===== src/rtl/lut_arbiter.sv =====
// lut_arbiter: two-requester round-robin arbiter and sequencer for the shared
// 64 x 64-bit coefficient LUT (combinational ROM, Q9.55 data).
//
// One lookup is in flight at a time. The winner's address is registered onto
// lut_addr_o, the LUT output is registered into resp_data_o one cycle later,
// and the response is held on the winner's response channel until it is
// consumed. Priority flips to the other requester after each delivered
// response.
//
// Ports:
//   clk_i          system clock, rising edge
//   rst_i          synchronous active-high reset
//   req0_valid_i   requester 0 lookup pending
//   req0_addr_i    requester 0 LUT address
//   req0_ready_o   requester 0 request accepted this cycle
//   req1_valid_i   requester 1 lookup pending
//   req1_addr_i    requester 1 LUT address
//   req1_ready_o   requester 1 request accepted this cycle
//   resp0_valid_o  response for requester 0 valid
//   resp1_valid_o  response for requester 1 valid
//   resp_data_o    registered LUT data, shared by both responses
//   resp0_ready_i  requester 0 consumes its response
//   resp1_ready_i  requester 1 consumes its response
//   lut_addr_o     registered LUT address
//   lut_dout_i     LUT read data (combinational from lut_addr_o)
//   busy_o         high whenever the sequencer is not idle
module lut_arbiter #(
  parameter int unsigned ADDR_W = 6,
  parameter int unsigned DATA_W = 64
) (
  input  logic              clk_i,
  input  logic              rst_i,
  input  logic              req0_valid_i,
  input  logic [ADDR_W-1:0] req0_addr_i,
  output logic              req0_ready_o,
  input  logic              req1_valid_i,
  input  logic [ADDR_W-1:0] req1_addr_i,
  output logic              req1_ready_o,
  output logic              resp0_valid_o,
  output logic              resp1_valid_o,
  output logic [DATA_W-1:0] resp_data_o,
  input  logic              resp0_ready_i,
  input  logic              resp1_ready_i,
  output logic [ADDR_W-1:0] lut_addr_o,
  input  logic [DATA_W-1:0] lut_dout_i,
  output logic              busy_o
);

  typedef enum logic [1:0] {StIdle, StLookup, StResp} state_e;

  state_e            state_q, state_d;
  logic              prio_q, prio_d;
  logic              id_q, id_d;
  logic [ADDR_W-1:0] lut_addr_q, lut_addr_d;
  logic [DATA_W-1:0] resp_data_q, resp_data_d;

  logic any_valid;
  logic winner;
  logic req_hs;
  logic resp_hs;

  // A lone requester wins outright; prio only breaks ties.
  assign any_valid = req0_valid_i | req1_valid_i;
  assign winner    = (req0_valid_i & req1_valid_i) ? prio_q : req1_valid_i;
  assign req_hs    = (state_q == StIdle) & any_valid;
  // Only the granted requester's resp_ready is looked at.
  assign resp_hs   = (state_q == StResp) & (id_q ? resp1_ready_i : resp0_ready_i);

  // State register
  always_ff @(posedge clk_i) begin
    if (rst_i) begin
      state_q <= StIdle;
    end else begin
      state_q <= state_d;
    end
  end

  // Datapath registers
  always_ff @(posedge clk_i) begin
    if (rst_i) begin
      prio_q      <= 1'b0;
      id_q        <= 1'b0;
      lut_addr_q  <= '0;
      resp_data_q <= '0;
    end else begin
      prio_q      <= prio_d;
      id_q        <= id_d;
      lut_addr_q  <= lut_addr_d;
      resp_data_q <= resp_data_d;
    end
  end

  // Next-state logic
  always_comb begin
    state_d     = state_q;
    prio_d      = prio_q;
    id_d        = id_q;
    lut_addr_d  = lut_addr_q;
    resp_data_d = resp_data_q;
    unique case (state_q)
      StIdle: begin
        if (req_hs) begin
          state_d    = StLookup;
          id_d       = winner;
          lut_addr_d = winner ? req1_addr_i : req0_addr_i;
        end
      end
      StLookup: begin
        state_d     = StResp;
        resp_data_d = lut_dout_i;
      end
      StResp: begin
        if (resp_hs) begin
          state_d = StIdle;
          prio_d  = ~id_q;
        end
      end
      default: state_d = StIdle;
    endcase
  end

  // Outputs: response valids and busy decode registered state only.
  always_comb begin
    req0_ready_o  = req_hs & ~winner;
    req1_ready_o  = req_hs & winner;
    resp0_valid_o = (state_q == StResp) & ~id_q;
    resp1_valid_o = (state_q == StResp) & id_q;
    busy_o        = (state_q != StIdle);
  end

  assign lut_addr_o  = lut_addr_q;
  assign resp_data_o = resp_data_q;

endmodule


===== config.mk =====
export PLATFORM = sky130hd
export DESIGN_NAME = lut_arbiter
export DESIGN_NICKNAME = d
export VERILOG_FILES = /design/src/rtl/lut_arbiter.sv
export SDC_FILE = /design/constraint.sdc
export NUM_CORES = 1
export LEC_CHECK = 0
export CAP_MARGIN = 5
export CORE_MARGIN = 5
export CORE_UTILIZATION = 37
export DETAILED_ROUTE_END_ITERATION = 6
export GPL_TIMING_DRIVEN = 0
export PLACE_DENSITY_LB_ADDON = 0.05
export SYNTH_ARGS = -nofsm -noshare
export SYNTH_HDL_FRONTEND = slang
export SYNTH_SLANG_ARGS = --single-unit

===== constraint.sdc =====
create_clock -name clk_i -period 1.33 [get_ports clk_i]
set_clock_uncertainty 0.05 [all_clocks]
set_input_delay 0.266 -clock clk_i [delete_from_list [all_inputs] [get_ports clk_i]]
set_output_delay 0.266 -clock clk_i [all_outputs]
set_load 0.05 [all_outputs]

### After elaboration in Yosys (flattened, before gate mapping)

Cells that the tools add are included.

* eq/ne operators: 4
* multiplexer cells: 6
* bitwise logic cells: 10
* reduce and logical (&&, ||, !) cells: 5

Operator list (count)
* $and 1x1->1: 7
* $mux 6: 1
* $pmux 2 s3: 1
* $reduce_and 2->1: 3
* $mux 2: 2
* $ne 2x2->1 const B: 2
* $eq 2x1->1 const B: 1
* $eq 2x2->1 const B: 1
* $logic_not 2->1: 1
* $mux 1: 2
* $not 1->1: 2
* $reduce_bool 2->1: 1
* $or 1x1->1: 1

* bits in registers: 74
* input bits: 82
* output and inout port bits: 75

### Depth between registers and ports, before layout

Gate-level depths: netlist (run 1).

* word-level depth: 4
* depth in mapped cells: 5
* mapped depth without buffers: 4

### Worst setup path after synthesis (run 1)

No wires, ideal clock.

* path kind: register to output
* from: register state_q[1]
* to: output req0_ready_o
* arrival: 1.427 ns
* setup slack: -0.413 ns
* cell stages (with the launch flop): 4
* path buffers: 0
* cell sequence: dfxtp_1 nor2_2 nand2_1 a21oi_1

* word-level cells in the longest chain between the ends: 3

RTL lines
* start, declared: line 51 `state_e state_q, state_d;`
* start signal, assigned: line 72 `state_q <= StIdle;`
* start signal, assigned: line 74 `state_q <= state_d;`
* $logic_not 2->1: line 65 `assign req_hs = (state_q == StIdle) & any_valid;`
* $and 1x1->1: line 65
* $and 1x1->1: line 124 `req0_ready_o = req_hs & ~winner;`
* end, declared: line 35 `output logic req0_ready_o,`

No other way between the ends.

### Worst setup path in the final report (run 1)

* from: register state_q[1]
* to: output busy_o

* word-level cells in the longest chain between the ends: 1

RTL lines
* $reduce_bool 2->1: line 128 `busy_o = (state_q != StIdle);`
* end, declared: line 46 `output logic busy_o`

No other way between the ends.

==> results of run 1 <==
logic make-up after synthesis:
group                  share of synthesized area, %
buffers and inverters                         5.928
DFF                                           54.41
and+or+nand+nor                               22.10
AOI/OAI and AO/OA                             17.19
muxes                                        0.3677
metal layers:
metal	up-vias	global-route usage (%)
met1	1283	22.01
met3	12	6.411
met2	97	30.46
li1	1472	-
met4	0	7.227
met5	-	0
final timing paths:
check                               startpoint                           end
setup / recovery       state_q[1]$_SDFFE_PP0P_                        busy_o
hold / removal                           rst_i  resp_data_o[48]$_SDFFE_PP0N_
setup reg to reg       state_q[1]$_SDFFE_PP0P_    lut_addr_o[0]$_SDFFE_PP0P_
hold reg to reg   resp_data_o[50]$_SDFFE_PP0N_  resp_data_o[50]$_SDFFE_PP0N_
what timing repair did:
| action | in CTS | in global routing |
|---|---|---|
| resized for setup | 398 | 20 |
| pin swaps | 3 | 0 |
| hold buffers | 0 | 0 |
| setup endpoints to repair | 85 | 73 |
| setup buffers | 10 | 1 |
metrics by stage:
step	setup WS [ps]	util, %	TNS (ps)
6_report	-218.3	61.59	-1042
5_1_grt	-283.9	61.59	-1968
2_1_floorplan	-33.53	-	-49.47
4_1_cts	-225.7	61.03	-1085
3_3_place_gp	-1250	61.43	-18360
3_5_place_dp	-1264	61.43	-19390
area by class of cell:
type                       count  area, um^2
tap                           99       123.9
timing repair buffer         166        1297
clock buffer                  12       155.1
inverter                       4       18.77
fill                         683        2771
multi-input combinational    239        1134
buffer                        24       180.2
sequential                    74        1485
clock inverter                 4       48.80
power by group through the flow:
stage	clock network [uW]	registers, uW	logic [uW]
after global placement	0	2510	1650
after global routing	1910	2480	1730
after CTS	1840	2460	1600
final	1790	2460	1610
after floorplan	0	3030	473
after detailed placement	0	2510	1660
sequential cells by signal, indices dropped and copies added (netlist names):
signal	flops
id_q	1
state_q	2
resp_data_o	64
prio_q	1
lut_addr_o	6
worst max-delay path: cells and delay by family, from the launching register on:
kind	cells	cell delay, ps
buffers and inverters	3	390
DFF	1	350
and+or+nand+nor	1	160
Yosys cell counts:
master / instances
clkbuf_1: 10
nor2b_2: 1
a21oi_1: 74
mux2i_1: 1
buf_6: 5
nand2b_1: 2
o21ai_0: 7
inv_1: 4
nor2_1: 3
buf_2: 9
a311oi_1: 6
or2_2: 1
nor2_2: 2
nand3_1: 7
nand2_1: 129
a2111oi_1: 1
nor2b_1: 3
and3_1: 1
and2_1: 1
dfxtp_1: 74
buf_4: 1
layout by cell type, fill, tap and decap left out, types with 2 or more instances in the layout:
cell and n:
clkbuf_1 9, inv_1 2, clkbuf_4 2, clkbuf_8 12
o21ai_0 6, nor2_4 2, a21oi_1 73, nand3_1 6
dfxtp_1 71, nor2b_4 2, buf_6 11, nor2_1 3
buf_4 17, nand2_1 128, clkinv_2 2, a311oi_1 6
clkdlybuf4s50_1 78, buf_2 70, dfxtp_2 3
==> impl_metrics.env, run 1 <==
export IMPL_io_pin_count=157
export IMPL_detail_route_wl_per_cell_um=13.74
export IMPL_finalMaxSlewViolations=0
export IMPL_yosys_area_top_type="dfxtp_1"
export IMPL_root_buffer="clkbuf_8"
export IMPL_crit_type="reg -> out"
export IMPL_required_ps=1010
export IMPL_dr_wl_met2_um=4069
export IMPL_finalPower_uw=5858
export IMPL_grt_pass1_vias=2767
export IMPL_clockBufferDepth=2
export IMPL_syn_area_um2=2723
export IMPL_cts_htree_levels=3
export IMPL_p_comb_share_pct=27.5
export IMPL_crit_chain="nor2_4, buf_4, clkinvlp_4, buf_6"
export IMPL_crit_fanout=4
export IMPL_drt_wl_total_um=8545
export IMPL_stdcell_count=622
export IMPL_drt_pass1_iter_count=4
export IMPL_endpoint_kind="output pin"
export IMPL_power_density_nw_per_um2=1319
export IMPL_min_period_ps=1548
export IMPL_rows=31
export IMPL_peakVddDrop_mv=0.8393
export IMPL_p_int_uw=3935
export IMPL_setup_ws_ps=-218.3
export IMPL_drc_errors=0
export IMPL_drive_gt1_share_pct=25.24
export IMPL_fmax_ghz=0.6459
export IMPL_finalSetupViolCount=6
export IMPL_overflow=0
export IMPL_cpPeakStageDelay_ps=350
export IMPL_cts_sinks=74
export IMPL_p_leak_uw=0.001900
export IMPL_yosys_warnings=0
export IMPL_vias=2864
export IMPL_ff2ff_setup_slack_ps=-10
export IMPL_cts_buffers_inserted=9
export IMPL_synth_area_leaders="dfxtp_1, nand2_1, a21oi_1"
export IMPL_fin_crit_sh_pct=116.4
export IMPL_seqPwrFrac_pct=41.9
export IMPL_syn_nets=424
export IMPL_holdPathStages=2
export IMPL_max_cap_violations=0
export IMPL_swShare_pct=32.83
export IMPL_start_kind="register"
export IMPL_first_iter_violations=75
export IMPL_slowest_stage="dfxtp_2"
export IMPL_tightest_slew_ps=585.9
export IMPL_dieArea_um2=9174
export IMPL_syn_avg_cell_area_um2=7.961
export IMPL_whs_ps=285.1
export IMPL_clkPwrFrac_pct=30.5
export IMPL_cts_tree="built"
export IMPL_report_final_hold_viol_count=0
export IMPL_ys_ff_latch=74
export IMPL_via_per_inst=4.605
export IMPL_antennaDiodeCount=0
export IMPL_hold_path_class="in -> reg"
export IMPL_fp_dieW_um=95.78
export IMPL_core_area_um2=7214
export IMPL_layout_nets=600
export IMPL_synth_top_area_share_pct=54.41
export IMPL_cp_arrival_ps=1230
export IMPL_detail_route_antenna_nets=0
export IMPL_syn2layout_area_growth_pct=63.19
export IMPL_synthCells=342
export IMPL_antenna_found_initial=0
export IMPL_wl_met1_um=3622
export IMPL_p_switching_uw=1923
export IMPL_final_area_um2=4443
export IMPL_clkSlewWorstSetupHoldPaths_ps=80
export IMPL_ys_seq_area_share_pct=54.41
export IMPL_postPlaceCellArea_um2=4432
export IMPL_io_buffers=155
export IMPL_met3_length_um=704
export IMPL_clkLatencyLatePin_ps=340
export IMPL_synth_distinct_cells=21
export IMPL_maxSlewHeadroom_pct=60.94
export IMPL_grt_max_degree=13
export IMPL_die_h_um=95.78
export IMPL_rsz0062_at_grt="yes"
export IMPL_worst_r2r_cell_count=6
export IMPL_top_layer="met4"
export IMPL_failed_checks="negative setup slack"
export IMPL_dp_cells=596
export IMPL_hpwl_um=6136
export IMPL_routabilityCongestion=0.8172
export IMPL_status="finished, violations left"
export IMPL_grt_usage_pct=18.47
export IMPL_start_util_pct=37.74
export IMPL_grt_pass1_wl_um=13180
Note: power is estimated with default switching activity, not from simulation.
==> run 2: changes to the inputs <==
- CORE_UTILIZATION: 37 -> 35
- clock period: 1.33 -> 1.85 ns (I/O delays scaled with it)
==> impl_metrics.env, run 2 (synthesis gave the netlist of run 1 again) <==
export IMPL_syn2layout_area_growth_pct=66.31
export IMPL_cts_buffers_inserted=9
export IMPL_antenna_found_initial=0
export IMPL_core_area_um2=7647
export IMPL_rows=32
export IMPL_busiest_layer="met2"
export IMPL_p_leak_uw=0.001992
export IMPL_routabilityCongestion=0.7652
export IMPL_r2r_start="state_q[0]$_SDFFE_PP0P_"
export IMPL_cts_tree="built"
export IMPL_layout_commonest_cell="nand2_1"
export IMPL_io_pin_count=157
export IMPL_tightest_slew_ps=550.1
export IMPL_clkSlewWorstSetupHoldPaths_ps=80
export IMPL_hpwl_um=6204
export IMPL_start_kind="primary input"
export IMPL_critPathCapture="req0_ready_o"
export IMPL_status="complete, no violations"
export IMPL_use_met1_pct=19.81
export IMPL_crit_type="in -> out"
export IMPL_stdcell_count=617
export IMPL_grt_pass1_vias=2878
export IMPL_cts_htree_levels=3
export IMPL_layout_nets=592
export IMPL_drc_errors=0
export IMPL_required_ps=1430
export IMPL_antennaDiodeCount=0
export IMPL_use_met3_pct=6.357
export IMPL_grt_usage_pct=17.06
export IMPL_io_buffers=155
export IMPL_grt_pass1_wl_um=13460
export IMPL_largest_reg_flops=64
export IMPL_drive_gt1_share_pct=9.126
export IMPL_finalMaxSlewViolations=0
export IMPL_fmax_ghz=0.5592
export IMPL_use_met2_pct=29.21
export IMPL_dieArea_um2=9643
export IMPL_crit_path_start="req1_valid_i"
export IMPL_dp_cells=599
export IMPL_fin_util_pct=59.21
export IMPL_cp_arrival_ps=1370
export IMPL_max_cap_violations=0
export IMPL_die_h_um=98.20
export IMPL_clkLatencyLatePin_ps=330
export IMPL_via_per_inst=4.611
export IMPL_report_final_hold_viol_count=0
export IMPL_first_iter_violations=57
export IMPL_hold_path_class="reg -> reg"
export IMPL_power_density_nw_per_um2=886.5
export IMPL_r2r_end="resp_data_o[25]$_SDFFE_PP0N_"
export IMPL_min_period_ps=1788
export IMPL_finalSetupViolCount=0
export IMPL_most_common_layout_cells="nand2_1, clkdlybuf4s50_1, a21oi_1, dfxtp_1, dlygate4sd2_1"
export IMPL_grt_max_degree=14
export IMPL_root_buffer="clkbuf_8"
export IMPL_vias=2845
export IMPL_endpoint_kind="output pin"
export IMPL_detail_route_wl_per_cell_um=13.48
export IMPL_clockBufferDepth=2
export IMPL_postPlaceCellArea_um2=4405
export IMPL_rsz0062_at_grt="yes"
export IMPL_peakVddDrop_mv=0.4838
export IMPL_postCtsHoldBufs=0
export IMPL_drt_pass1_iter_count=4
export IMPL_start_util_pct=35.60
export IMPL_fp_dieW_um=98.20
export IMPL_fin_crit_sh_pct=96.67
export IMPL_overflow=0
export IMPL_ff2ff_setup_slack_ps=510
export IMPL_worst_r2r_cell_count=5
export IMPL_maxSlewHeadroom_pct=63.33
export IMPL_crit_fanout=3
export IMPL_drt_wl_total_um=8315
export IMPL_detail_route_antenna_nets=0
export IMPL_cts_sinks=74
export IMPL_final_area_um2=4528
export IMPL_finalPower_uw=4014
run 2: changes by cell type in the layout (fill, tap and decap cells not counted), sizes merged:
cell	delta
buf	-75
bufinv	-1
clkbuf	-5
clkdlybuf4s50	+1
clkinv	+3
clkinvlp	-1
dlygate4sd2	+70
dlymetal6s2s	-1
inv	+1
run 2: worst min-delay path by stage:
stage	from	to	slack (ps)	cells past startpoint
floorplan	prio_q$_SDFFE_PP0P_	prio_q$_SDFFE_PP0P_	410	2
global placement	resp_data_o[4]$_SDFFE_PP0N_	resp_data_o[4]$_SDFFE_PP0N_	390	2
detailed placement	resp_data_o[18]$_SDFFE_PP0N_	resp_data_o[18]$_SDFFE_PP0N_	400	2
CTS	resp_data_o[18]$_SDFFE_PP0N_	resp_data_o[18]$_SDFFE_PP0N_	400	2
global route	resp_data_o[63]$_SDFFE_PP0N_	resp_data_o[63]$_SDFFE_PP0N_	420	2
finish	resp_data_o[18]$_SDFFE_PP0N_	resp_data_o[18]$_SDFFE_PP0N_	400	2
run 2: critical path, cell delays in order:
cell             delay (ps)
clkdlybuf4s50_1         470
or2_4                   130
nand2_1                  70
a21oi_2                 140
buf_6                   180
run 2: routing by layer:
metal | vias up | share of wire (%) | wire length, um
met5 | - | 0 | 0
met4 | 0 | 1.2 | 98
met3 | 8 | 7.6 | 631
met2 | 93 | 49 | 4078
met1 | 1293 | 42 | 3506
li1 | 1451 | - | -
run 2: what timing repair did:
action | in CTS | in global routing
cloned | 0 | 0
buffers inserted | 0 | 3
pin swaps | 0 | 2
resized for setup | 104 | 7
setup endpoints to repair | 75 | 5
run 2: power breakdown:
group          leakage [uW]  internal (uW)  total [uW]  switching [uW]
Clock             0.0000964            526        1130             605
Sequential         0.000606           1710        1770            59.0
Combinational       0.00129            402        1120             716
Total               0.00199           2630        4010            1380
run 2: layout make-up:
class	instances	area (um^2)
buffer	24	148.9
clock buffer	10	137.6
clock inverter	6	41.29
fill	752	3119
inverter	4	15.01
multi-input combinational	239	1096
sequential	74	1484
tap	102	127.6
timing repair buffer	158	1478
run 2: stage by stage:
step	TNS [ps]	setup slack, ps	hold WS, ps
2_1_floorplan	0	159.4	408.1
3_3_place_gp	-2415	-928.8	391.1
3_5_place_dp	-2392	-917.4	395.3
4_1_cts	0	11.90	404.2
5_1_grt	-14.55	-14.55	423.6
6_report	0	61.63	401.0
==> run 3: changes to the inputs <==
- ABC_AREA: unset -> 1
- clock period: 1.85 -> 1.75 ns (I/O delays scaled with it)
==> impl_metrics.env, run 3 <==
export IMPL_whs_ps=434.4
export IMPL_die_h_um=100.8
export IMPL_detail_route_wl_per_cell_um=13.07
export IMPL_cp_top_family="flip-flops"
export IMPL_drt_pass1_iter_count=4
export IMPL_final_area_um2=4731
export IMPL_synth_area_leaders="dfxtp_1, nor2_1, o21ai_1"
export IMPL_status="complete, no violations"
export IMPL_start_util_pct=35.44
export IMPL_holdPathStages=2
export IMPL_met3_length_um=749
export IMPL_fp_dieW_um=100.8
export IMPL_rows=33
export IMPL_clkPwrFrac_pct=30.0
export IMPL_syn_avg_cell_area_um2=8.030
export IMPL_finalMaxSlewViolations=0
export IMPL_dieArea_um2=10150
export IMPL_synth_commonest_cells="nor2_1, dfxtp_1, o21ai_1"
export IMPL_hpwl_um=6201
export IMPL_syn_area_um2=2883
export IMPL_synthCells=359
export IMPL_rsz0062_at_grt="no"
export IMPL_max_cap_violations=0
export IMPL_cts_buffers_inserted=9
export IMPL_r2r_end="resp_data_o[36]$_SDFFE_PP0N_"
export IMPL_layout_nets=608
export IMPL_postPlaceCellArea_um2=4576
export IMPL_via_per_inst=4.509
export IMPL_grt_pass1_wl_um=13210
export IMPL_largest_reg_flops=64
export IMPL_vias=2868
export IMPL_slowest_stage="dfxtp_1"
export IMPL_start_kind="register"
export IMPL_cts_tree="built"
export IMPL_syn_nets=441
export IMPL_syn2layout_area_growth_pct=64.11
export IMPL_required_ps=1350
export IMPL_cts_htree_levels=3
export IMPL_synth_most_common_cell="nor2_1"
export IMPL_antennaDiodeCount=0
export IMPL_endpoint_kind="output pin"
export IMPL_cpPeakStageDelay_ps=360
export IMPL_p_switching_uw=1736
export IMPL_crit_fanout=3
export IMPL_fin_util_pct=58.16
export IMPL_yosys_warnings=0
export IMPL_core_area_um2=8134
export IMPL_crit_type="reg -> out"
export IMPL_first_iter_violations=73
export IMPL_clockBufferDepth=2
export IMPL_crit_path_start="state_q[0]$_SDFFE_PP0P_"
export IMPL_root_buffer="clkbuf_8"
export IMPL_power_density_nw_per_um2=1061
export IMPL_antenna_found_initial=0
export IMPL_layout_commonest_cell="nor2_1"
export IMPL_dr_wl_met2_um=3952
export IMPL_hold_path_class="reg -> reg"
export IMPL_ff2ff_setup_slack_ps=480
export IMPL_min_period_ps=1677
export IMPL_synth_edf_count=0
export IMPL_synthMuxAreaShare_pct=0
export IMPL_nFillCells=802
export IMPL_post_cts_buffers=0
export IMPL_detail_route_antenna_nets=0
export IMPL_seqPwrFrac_pct=38.8
export IMPL_worst_r2r_cell_count=7
export IMPL_grt_usage_pct=16.20
export IMPL_seq_area_um2=1483
export IMPL_report_final_hold_viol_count=0
export IMPL_swShare_pct=34.58
export IMPL_tightest_slew_ps=536.6
export IMPL_fin_crit_sh_pct=95.82
export IMPL_clkSlewWorstSetupHoldPaths_ps=70
export IMPL_maxSlewHeadroom_pct=64.37
export IMPL_io_pin_count=157
export IMPL_crit_chain="nor2_2, o21ai_1, nor2_1, buf_6"
export IMPL_synth_simple_gate_area_share_pct=23.96
export IMPL_grt_max_degree=13
export IMPL_synthFlopType="dfxtp_1"
export IMPL_synth_distinct_cells=20
export IMPL_wl_met1_um=3477
export IMPL_overflow=0
export IMPL_peakVddDrop_mv=0.4205
export IMPL_top_layer="met4"
export IMPL_p_leak_uw=0.002247
export IMPL_drc_errors=0
export IMPL_grt_pass1_vias=2764
export IMPL_io_buffers=156
export IMPL_cts_sinks=74
export IMPL_r2r_start="state_q[0]$_SDFFE_PP0P_"
export IMPL_synth_top_family_by_area="simple AND/OR/NAND/NOR gates"
export IMPL_p_int_uw=3284
export IMPL_synth_top_area_share_pct=51.39
export IMPL_routabilityCongestion=0.7499
export IMPL_finalSetupViolCount=0
export IMPL_async_reset_ff_share_pct=0
export IMPL_cp_arrival_ps=1280
export IMPL_ys_ff_latch=74
export IMPL_synthXorXnorAreaFrac_pct=0
export IMPL_hold_end="prio_q$_SDFFE_PP0P_"
export IMPL_most_common_layout_cells="nor2_1, clkdlybuf4s50_1, dfxtp_1, dlygate4sd2_1, o21ai_1"
export IMPL_multiInputGateArea_um2=1140
export IMPL_drt_wl_total_um=8315
export IMPL_synth_compound_area_share_pct=14.93
export IMPL_ys_seq_area_share_pct=51.39
export IMPL_clkLatencyLatePin_ps=340
export IMPL_hp_start="prio_q$_SDFFE_PP0P_"
export IMPL_drive_gt1_share_pct=10.92
export IMPL_synth_fa_ha_area_share_pct=0
export IMPL_cp_num_buf_inv=1
export IMPL_p_comb_share_pct=31.3
export IMPL_yosys_area_top_type="dfxtp_1"
export IMPL_fmax_ghz=0.5964
-- run 3: cell count changes after synthesis, moves of 3 or more --
cell      previous run  this run
buf_2                9         2
a21oi_1             74         2
nor2b_1              3         0
nor2_2               2        11
buf_12               0         6
o21ai_1              0        61
a21boi_0             0         7
a311oi_1             6         0
nand2_1            129        15
nor2_1               3       137
-- run 3: worst max-delay path by stage --
stage                    end  cells after the start
2_1_floorplan  resp0_valid_o                      4
3_3_place_gp    req1_ready_o                      5
3_5_place_dp    req1_ready_o                      5
4_1_cts         req0_ready_o                      4
5_1_grt        resp0_valid_o                      5
6_report        req0_ready_o                      4
-- run 3: stage by stage --
stage / power (uW) / setup WS (ps) / setup TNS (ps) / std cells
detailed placement: 3680 / -778.4 / -9921 / 620
finish: 5020 / 73.19 / 0 / 636
CTS: 5079 / 27.11 / 0 / 636
global route: 5264 / 4.719 / 0 / 636
floorplan: 3036 / 29.45 / 0 / 359
global placement: 3663 / -745.2 / -8250 / 620
-- run 3: logic make-up (layout without fill, tap and decap cells) --
| family | count (synthesis) | count (layout) |
|---|---|---|
| compound gates | 81 | 81 |
| buf+inv | 32 | 204 |
| flops | 74 | 74 |
| simple gates | 172 | 172 |
-- run 3: worst min-delay path: stages, from the launching register on --
cell	delay, ps
dfxtp_1	320
nand2_1	70
a21oi_1	50
-- run 3: power by group through the flow --
stage	clock network [uW]	logic, uW	registers, uW
2_1_floorplan	0	466	2570
3_3_place_gp	0	1680	1980
3_5_place_dp	0	1690	1990
4_1_cts	1550	1590	1940
5_1_grt	1630	1670	1970
6_report	1500	1570	1950
-- run 3: cell type report --
class | instances | area share, %
repair buffers | 156 | 31.02
multi-input cells | 253 | 24.09
clock inverters | 4 | 1.560
flip-flops and latches | 74 | 31.34
clock buffers | 12 | 3.280
well taps | 105 | 2.777
inverters | 8 | 0.6348
plain buffers | 24 | 5.290
-- run 3: per-layer routing --
metal,GRT usage (%),up-vias
li1,-,1479
met1,19.53,1293
met2,26.84,85
met3,4.983,11
met4,6.425,0
met5,0,-
-- run 3: what timing repair did --
| action | 4_1_cts | 5_1_grt |
|---|---|---|
| resized for setup | 106 | 7 |
| hold buffers | 0 | 0 |
| endpoints found under the setup margin | 75 | 4 |
